`src/rtl/pov_spi_loader_pkg.sv`:
```
// Shared fixed-point definitions for the POV loader.
//   Qm, Qn, QMN : integer bits, fraction bits, total word width (Q12.12).
//   NWORDS      : words per POV frame (playerX/Y, facingX/Y, vplaneX/Y).
//   POV_DEF_*   : power-on POV words loaded into staging and outputs on reset.
//   load_state_e: receive FSM state encoding.
package pov_spi_loader_pkg;

  localparam int Qm     = 12;
  localparam int Qn     = 12;
  localparam int QMN    = Qm + Qn;
  localparam int NWORDS = 6;

  // Fixed-point constants expressed as multiples of 2^Qn.
  localparam logic [QMN-1:0] POV_DEF_PX = QMN'(3 << (Qn - 1)); // 1.5
  localparam logic [QMN-1:0] POV_DEF_PY = QMN'(3 << (Qn - 1)); // 1.5
  localparam logic [QMN-1:0] POV_DEF_FX = '0;                  // 0.0
  localparam logic [QMN-1:0] POV_DEF_FY = QMN'(1 << Qn);       // 1.0
  localparam logic [QMN-1:0] POV_DEF_VX = QMN'(1 << (Qn - 1)); // 0.5
  localparam logic [QMN-1:0] POV_DEF_VY = '0;                  // 0.0

  typedef enum logic [1:0] {
    ST_IDLE  = 2'd0,
    ST_SHIFT = 2'd1,
    ST_DONE  = 2'd2
  } load_state_e;

endpackage

```
`src/rtl/pov_spi_loader_spi_input_sync.sv`:
```
// spi_input_sync: brings the three asynchronous SPI pins into the clk domain.
//   clk, reset           : system clock, synchronous active-high reset
//   i_sclk/i_mosi/i_ss_n : raw SPI pins
//   mosi_s, ss_n_s       : 2-flop synchronized levels
//   sclk_rise            : one-cycle pulse on a synchronized sclk rise
//   ss_n_rise/ss_n_fall  : one-cycle pulses on synchronized select edges
// mosi_s comes from the same stage as the sclk edge detector input, so the
// bit presented alongside sclk_rise is the one that was on the pin at the
// SPI rising edge.
module spi_input_sync (
  input  logic clk,
  input  logic reset,
  input  logic i_sclk,
  input  logic i_mosi,
  input  logic i_ss_n,
  output logic mosi_s,
  output logic ss_n_s,
  output logic sclk_rise,
  output logic ss_n_rise,
  output logic ss_n_fall
);

  // [0] first sync flop, [1] second sync flop, [2] edge-detect history
  logic [2:0] sclk_sr;
  logic [2:0] ss_n_sr;
  logic [1:0] mosi_sr;

  always_ff @(posedge clk) begin
    if (reset) begin
      sclk_sr <= 3'b000;
      ss_n_sr <= 3'b111; // deselected
      mosi_sr <= 2'b00;
    end else begin
      sclk_sr <= {sclk_sr[1:0], i_sclk};
      ss_n_sr <= {ss_n_sr[1:0], i_ss_n};
      mosi_sr <= {mosi_sr[0], i_mosi};
    end
  end

  assign mosi_s    = mosi_sr[1];
  assign ss_n_s    = ss_n_sr[1];
  assign sclk_rise = sclk_sr[1] & ~sclk_sr[2];
  assign ss_n_rise = ss_n_sr[1] & ~ss_n_sr[2];
  assign ss_n_fall = ~ss_n_sr[1] & ss_n_sr[2];

endmodule

```
`src/rtl/pov_spi_loader.sv`:
```
// pov_spi_loader: receives a POV frame over SPI (mode 0, MSB first), stages
// it, and commits it to the output buses only on i_frame_end so the
// consumers never see a torn vector set mid-frame.
//   clk, reset          : system clock, synchronous active-high reset
//   i_sclk/i_mosi/i_ss_n: asynchronous SPI pins
//   i_frame_end         : one-cycle commit strobe at end of visible frame
//   playerX..vplaneY    : committed POV words
//   o_pending           : a complete frame is staged and not yet committed
//   o_committed         : one-cycle pulse in the cycle the outputs update
module pov_spi_loader #(
  parameter int QMN    = pov_spi_loader_pkg::QMN,
  parameter int NWORDS = pov_spi_loader_pkg::NWORDS
) (
  input  logic           clk,
  input  logic           reset,
  input  logic           i_sclk,
  input  logic           i_mosi,
  input  logic           i_ss_n,
  input  logic           i_frame_end,
  output logic [QMN-1:0] playerX,
  output logic [QMN-1:0] playerY,
  output logic [QMN-1:0] facingX,
  output logic [QMN-1:0] facingY,
  output logic [QMN-1:0] vplaneX,
  output logic [QMN-1:0] vplaneY,
  output logic           o_pending,
  output logic           o_committed
);

  import pov_spi_loader_pkg::*;

  localparam int FW = NWORDS * QMN;
  localparam int CW = $clog2(FW + 1);
  localparam logic [CW-1:0] LAST_BIT = CW'(FW - 1);

  // First word in the frame sits in the most significant slot.
  localparam logic [FW-1:0] DEF_FRAME = FW'({QMN'(POV_DEF_PX), QMN'(POV_DEF_PY),
                                             QMN'(POV_DEF_FX), QMN'(POV_DEF_FY),
                                             QMN'(POV_DEF_VX), QMN'(POV_DEF_VY)});

  logic mosi_s, ss_n_s, sclk_rise, ss_n_rise, ss_n_fall;

  spi_input_sync u_sync (
    .clk       (clk),
    .reset     (reset),
    .i_sclk    (i_sclk),
    .i_mosi    (i_mosi),
    .i_ss_n    (i_ss_n),
    .mosi_s    (mosi_s),
    .ss_n_s    (ss_n_s),
    .sclk_rise (sclk_rise),
    .ss_n_rise (ss_n_rise),
    .ss_n_fall (ss_n_fall)
  );

  load_state_e   state, state_next;
  logic [CW-1:0] bit_cnt;
  logic [FW-1:0] shift_q, shift_next;
  logic [FW-1:0] stage_q;
  logic [FW-1:0] out_q;
  logic          start, shift_en, load_stage;

  assign shift_next = {shift_q[FW-2:0], mosi_s};

  always_ff @(posedge clk) begin
    if (reset) state <= ST_IDLE;
    else       state <= state_next;
  end

  always_comb begin
    state_next = state;
    start      = 1'b0;
    shift_en   = 1'b0;
    load_stage = 1'b0;
    case (state)
      // A fresh select edge, or a select already held low (e.g. across a
      // reset), both begin a transfer at bit 0.
      ST_IDLE: begin
        if (ss_n_fall || !ss_n_s) begin
          start      = 1'b1;
          state_next = ST_SHIFT;
        end
      end
      // Deselect before the last bit is an abort: partial data is dropped
      // and staging keeps whatever it held.
      ST_SHIFT: begin
        if (ss_n_rise) begin
          state_next = ST_IDLE;
        end else if (sclk_rise) begin
          shift_en = 1'b1;
          if (bit_cnt == LAST_BIT) begin
            load_stage = 1'b1;
            state_next = ST_DONE;
          end
        end
      end
      // Surplus clocks in the same select are ignored.
      ST_DONE: begin
        if (ss_n_s) state_next = ST_IDLE;
      end
      default: state_next = ST_IDLE;
    endcase
  end

  always_ff @(posedge clk) begin
    if (reset) begin
      bit_cnt     <= '0;
      shift_q     <= '0;
      stage_q     <= DEF_FRAME;
      out_q       <= DEF_FRAME;
      o_pending   <= 1'b0;
      o_committed <= 1'b0;
    end else begin
      o_committed <= 1'b0;

      if (start) begin
        bit_cnt <= '0;
        shift_q <= '0;
      end else if (shift_en) begin
        bit_cnt <= bit_cnt + CW'(1);
        shift_q <= shift_next;
      end

      // Commit reads stage_q before any same-cycle load, so a frame that
      // completes together with i_frame_end waits for the next strobe.
      if (i_frame_end && o_pending) begin
        out_q       <= stage_q;
        o_pending   <= 1'b0;
        o_committed <= 1'b1;
      end

      // Placed after the commit so a same-cycle completion leaves pending set.
      if (load_stage) begin
        stage_q   <= shift_next;
        o_pending <= 1'b1;
      end
    end
  end

  assign playerX = out_q[FW-1         -: QMN];
  assign playerY = out_q[FW-1 - QMN   -: QMN];
  assign facingX = out_q[FW-1 - 2*QMN -: QMN];
  assign facingY = out_q[FW-1 - 3*QMN -: QMN];
  assign vplaneX = out_q[FW-1 - 4*QMN -: QMN];
  assign vplaneY = out_q[FW-1 - 5*QMN -: QMN];

endmodule

```
`config.mk`:
```
export PLATFORM = sky130hd
export DESIGN_NAME = pov_spi_loader
export DESIGN_NICKNAME = d
export VERILOG_FILES = /design/src/rtl/pov_spi_loader_pkg.sv /design/src/rtl/pov_spi_loader_spi_input_sync.sv /design/src/rtl/pov_spi_loader.sv
export SDC_FILE = /design/constraint.sdc
export NUM_CORES = 1
export LEC_CHECK = 0
export ABC_AREA = 1
export BUFFER_PORTS_ARGS = -buffer_cell sky130_fd_sc_hd__buf_2
export CORE_UTILIZATION = 40
export CTS_CLUSTER_DIAMETER = 50
export CTS_CLUSTER_SIZE = 24
export DETAILED_ROUTE_END_ITERATION = 7
export GPL_ROUTABILITY_DRIVEN = 0
export GPL_TIMING_DRIVEN = 0
export HOLD_SLACK_MARGIN = 0.12
export RECOVER_POWER = 100
export SLEW_MARGIN = 20
export SYNTH_ARGS = -nofsm -noshare
export SYNTH_HDL_FRONTEND = slang
export SYNTH_SLANG_ARGS = --single-unit
export TNS_END_PERCENT = 10
```
`constraint.sdc`:
```
create_clock -name clk -period 2 [get_ports clk]
set_clock_uncertainty 0.2 [all_clocks]
set_input_delay 0.1 -clock clk [delete_from_list [all_inputs] [get_ports clk]]
set_output_delay 0.1 -clock clk [all_outputs]
set_load 0.005 [all_outputs]
```
=== After elaboration in Yosys (flattened, before gate mapping) ===
Cells that the tools add are included.

* Reductions and logical operators: 7
* Bitwise operators: 6
* Multiply operators: 0
* Muxes and demuxes: 18
* Shift operators: 0
* Equal/unequal tests: 7
* Divide/modulo/power cells: 0
* Add/sub/neg operators: 1
* Magnitude comparators: 0

{| class="wikitable"
|+ Operators with widths
! kind !! count
|-
| two-way mux 1 bit || 12
|-
| two-way mux 2 bit || 5
|-
| adder 8 x 1 -> 8 bit, second input constant || 1
|-
| equality test 8 bit, second input constant || 1
|-
| inequality test 3 bit, second input constant || 2
|-
| one-hot mux 2 bit (3 select lines) || 1
|-
| AND reduction 4 bit || 1
|-
| AND 1 bit || 3
|-
| NOT 1 bit || 3
|-
| equality test 2 x 1 -> 1 bit, second input constant || 1
|-
| equality test 2 bit, second input constant || 1
|-
| logical NOT 2 bit || 1
|-
| inequality test 2 x 1 -> 1 bit, second input constant || 1
|-
| inequality test 2 bit, second input constant || 1
|-
| nonzero test 2 bit || 1
|-
| OR reduction 2 bit || 1
|-
| logical AND 1 bit || 1
|-
| logical NOT 1 bit || 1
|-
| logical OR 1 bit || 1
|}

* Input bits: 6
* Bits in latches: 0
* Register bits after elaboration: 451
* Logic and storage cells: 49
* Memory bits (writable): 0
* Memory bits (read-only): 0
* Output and inout port bits: 146
* Memories kept: 0

=== Logic depth before layout (Yosys ltp) ===
* Word-level depth: 6
* Depth in mapped cells: 10
* Depth with buffers taken out: 8

=== Modules after synthesis ===
From an unflattened synthesis, not the netlist that was laid out.

* Cell total of the unflattened synthesis: 2001
* Area, all modules: 15613.7 um^2

{| class="wikitable"
|+ By module, submodules not included
! module !! area an instance (um^2) !! cells an instance !! times used !! seq. area each (um^2)
|-
| pov_spi_loader || 15374.7 || 1972 || 1 || 8868.5
|-
| spi_input_sync || 239.0 || 29 || 1 || 160.2
|}

=== Worst setup path before layout ===
Ideal clock, no wire load.

* Path type: reg2reg
* From: reg bit_cnt[0]
* To: reg stage_q[65]
* Data required time: 1.687 ns
* Path buffers: 2
* Arrival: 1.445 ns
* Library setup time: 0.113 ns
* Setup slack: 0.242 ns
* Clock period less this slack: 1.758 ns
* Stages on the path, launching flop included: 9
* Cell sequence: dfxtp_1 -> ha_1 -> nand3_1 -> nor2_2 -> buf_2 -> buf_2 -> nand4_1 -> nand2_1 -> nor2_1

* Word-level cells in the longest chain between the ends: 5

{| class="wikitable"
|+ RTL lines
! item !! line !! RTL
|-
| start, declared || pov_spi_loader.sv:57 || <nowiki>logic [CW-1:0] bit_cnt;</nowiki>
|-
| start signal, assigned || pov_spi_loader.sv:120 || <nowiki>bit_cnt <= bit_cnt + CW'(1);</nowiki>
|-
| equality test 8 bit || pov_spi_loader.sv:91 || <nowiki>if (bit_cnt == LAST_BIT) begin</nowiki>
|-
| two-way mux 1 bit || pov_spi_loader.sv:91 ||
|-
| two-way mux 1 bit || pov_spi_loader.sv:89 || <nowiki>end else if (sclk_rise) begin</nowiki>
|-
| two-way mux 1 bit || pov_spi_loader.sv:87 || <nowiki>if (ss_n_rise) begin</nowiki>
|-
| two-way mux 1 bit || pov_spi_loader.sv:75 || <nowiki>case (state)</nowiki>
|-
| end signal, assigned || pov_spi_loader.sv:134 || <nowiki>stage_q <= shift_next;</nowiki>
|-
| end, declared || pov_spi_loader.sv:59 || <nowiki>logic [FW-1:0] stage_q;</nowiki>
|}

No other way between the ends.
A chain may end at the register's enable or synchronous reset.

=== Worst setup path after layout ===
* From: in i_ss_n
* To: reg u_sync.ss_n_sr[0]

{| class="wikitable"
|+ RTL lines
! item !! line !! RTL
|-
| start, declared || pov_spi_loader.sv:18 || <nowiki>input logic i_ss_n,</nowiki>
|-
| end signal, assigned || pov_spi_loader_spi_input_sync.sv:35 || <nowiki>ss_n_sr <= {ss_n_sr[1:0], i_ss_n};</nowiki>
|-
| end, declared || pov_spi_loader_spi_input_sync.sv:25 || <nowiki>logic [2:0] ss_n_sr;</nowiki>
|}

No word-level cell between the ends.

==> impl_metrics.yaml <==
final_layout:
  fill_cells: 4016
  postLayoutCellArea_um2: 19570
  layout_common_cells: "nor2_1, dfxtp_1, nand2_1"
  drive_gt1_frac: 0.1130
  area_growth_pct: 19.09
  diodes: 0
  final_common_cell: "nor2_1"
  final_nets: 2373
  regArea_um2: 9034
  final_cell_count_no_fill: 2924
  multi_input_area_um2: 6125
synth:
  yosysSeqAreaShare: 0.5495
  syn_area_um2: 16430
  yosys.area.top_type_share: 0.5495
  synth-xor-area-share: 0.0005331
  synth-simple-area-share: 0.2361
  synth_area_leaders: "dfxtp_1, nor2_1, o21ai_0"
  synth_compound_area_frac: 0.1324
  synth-warning-count: 0
  ys_seq_elements: 451
  syn-mean-instance-area_um2: 7.631
  synth_fa_ha_area_frac: 0.0007616
  synth_top_family_by_area: "simple AND/OR/NAND/NOR gates"
  synth_cell_types: 25
  yosys.area.top_type: "dfxtp_1"
  synth_mux_area_frac: 0
  synth_fp_nets: 2160
  synthCells: 2153
placed_design:
  io_buffers: 151
  placed_cell_area_um2: 17840
  dp_hpwl_mm: 28.04
  place_inst: 2829
clock_network:
  clk_latency_ns: 0.55
  path_clk_slew_ns: 0.07
  h-tree-depth: 2
  clock_path_buffers: 3
  cts_made_buffers: 42
  cts.sinks: 451
  cts_tree: "done"
  clockRootBuffer: "clkbuf_16"
route:
  wl_per_cell_um: 13.69
  vias_per_cell: 4.833
  detail-route-antenna-nets: 0
  drc: 0
  drt-total-wl_mm: 40.03
  dr.pass1.iters: 6
  drt_iter0_drc: 762
  num_vias: 14130
pwr:
  peakVddDrop_v: 0.0005838
  power.density_nw_per_um2: 916.5
  p_leak_nw: 7.793
timing:
  max-slew-margin-rel: 0.3317
  worstMarginPinSlew_ns: 1.002
  finalSetupViolCount: 0
  min_period_ns: 1.920
  max_freq_mhz: 520.9
  whs_ns: 0.1655
  rsz0062_at_grt: "true"
  setup_tns_ns: 0
  hold_violations: 0
  drv_slew: 0
  fin_crit_sh: 0.9599
outcome:
  run_status: "finished, final reports clean"
global_routing:
  antenna_found_initial: 0
  grt_pass1_wl_mm: 64.94
  grt_overflow_total: 0
  gr-usage-all-layers: 0.1895
  grt_max_degree: 20
  first_global_vias: 13210
setup_path:
  worstPathRequired_ns: 2.24
  end_kind: "flop"
  cpMaxStageDelayCell: "dlygate4sd3_1"
  critical_path_class: "input pin to flop"
  critPathMaxStageDelay_ns: 0.56
  start_kind: "input pin"
  path_common_cell: "dlygate4sd3_1"
  worstPathArrival_ns: 2.16
  path_cells: "dlygate4sd3_1 > buf_2 > dlygate4sd3_1 > or2_2 > dlygate4sd3_1"
  path_max_fanout: 1
die:
  die_y_um: 204.7
  fp.dieArea_um2: 41890
  core-area_um2: 40100
  die_w_um: 204.7
  ioPinCount: 152
  rows: 73
  floorplan.initialDensity: 0.4097
job:
  cap_violations: 0
min_path:
  hp-class: "input pin to flop"
[report_power, final]
group	total, W	switching (W)	internal [W]
clock	0.00838	0.00375	0.00464
sequential	0.00902	0.0000174	0.00901
combinational	0.000527	0.000376	0.000151
[Yosys cell counts]
cell type / number
nand3_2: 2
nand2_1: 269
ha_1: 1
buf_2: 57
o21a_1: 1
buf_4: 1
or2_2: 2
nor2_1: 525
inv_1: 155
nand4_1: 115
nand3_1: 19
clkbuf_1: 90
nor2_4: 2
nor3_1: 2
buf_6: 3
o21ai_1: 1
inv_2: 5
nor2_2: 3
buf_1: 14
o21ai_0: 257
clkinv_1: 1
clkbuf_2: 1
dfxtp_1: 451
a21oi_1: 175
xnor2_1: 1
[metrics by stage]
stage / power [W] / worst slack [ns] / util
floorplan: 0.009572 / 0.2425 / -
CTS: 0.01814 / -0.03058 / 0.4873
finish: 0.01793 / 0.08028 / 0.4880
detailed placement: 0.009728 / -0.5883 / 0.4450
global route: 0.01855 / -0.02983 / 0.4880
global placement: 0.009718 / -0.6698 / 0.4450
[state kept, by name, summed over array words and instances (netlist names)]
name / flops
u_sync.ss_n_sr: 3
stage_q: 144
o_committed: 1
state: 2
u_sync.sclk_sr: 3
u_sync.mosi_sr: 2
o_pending: 1
out_q: 144
shift_q: 143
bit_cnt: 8
[layer usage]
| layer | global-route usage | vias up | share of wire |
|---|---|---|---|
| met3 | 0.03007 | 67 | 0.039 |
| met1 | 0.2512 | 6471 | 0.48 |
| met5 | 0 | - | 0 |
| met4 | 0.06237 | 0 | 0.028 |
| li1 | - | 7360 | - |
| met2 | 0.3127 | 235 | 0.46 |
[critical path: cells and delay by family]
family | cells | cell delay [ns]
buffers and inverters | 4 | 1.77
AND/OR/NAND/NOR | 1 | 0.28
[path summary, 6_finish.rpt]
| kind | start | endpoint | slack (ns) | cells past startpoint |
|---|---|---|---|---|
| worst max register to register | state[0] | shift_q[59] | 0.08 | 8 |
| worst min register to register | u_sync.ss_n_sr[0] | u_sync.ss_n_sr[1] | 0.22 | 1 |
| worst min-delay path | i_frame_end | o_pending | 0.17 | 5 |
| worst max-delay path | i_ss_n | u_sync.ss_n_sr[0] | 0.08 | 5 |
[what timing repair did]
action / in CTS / in global routing
buffers inserted: 7 / 1
hold buffers: 10 / 0
pin swaps: 3 / 2
hold endpoints to repair: 10 / 0
endpoints found under the setup margin: 371 / 267
resized for setup: 33 / 66
[logic make-up (layout without fill, tap and decap cells)]
logic type | after synthesis | count (layout)
xor gates and xnor gates | 1 | 1
adders and majority gates | 1 | 1
AOI/OAI and AO/OA | 434 | 434
DFF | 451 | 451
and+or+nand+nor | 939 | 939
buffers and inverters | 327 | 573
[area by class of cell]
type / instances / area share
flip-flops and latches: 451 / 0.4617
well taps: 525 / 0.03357
clock inverters: 33 / 0.01906
multi-input cells: 1375 / 0.3130
inverters: 161 / 0.03108
clock buffers: 44 / 0.05570
repair buffers: 169 / 0.04265
plain buffers: 166 / 0.04323
Note: power is estimated with default switching activity, not from simulation.
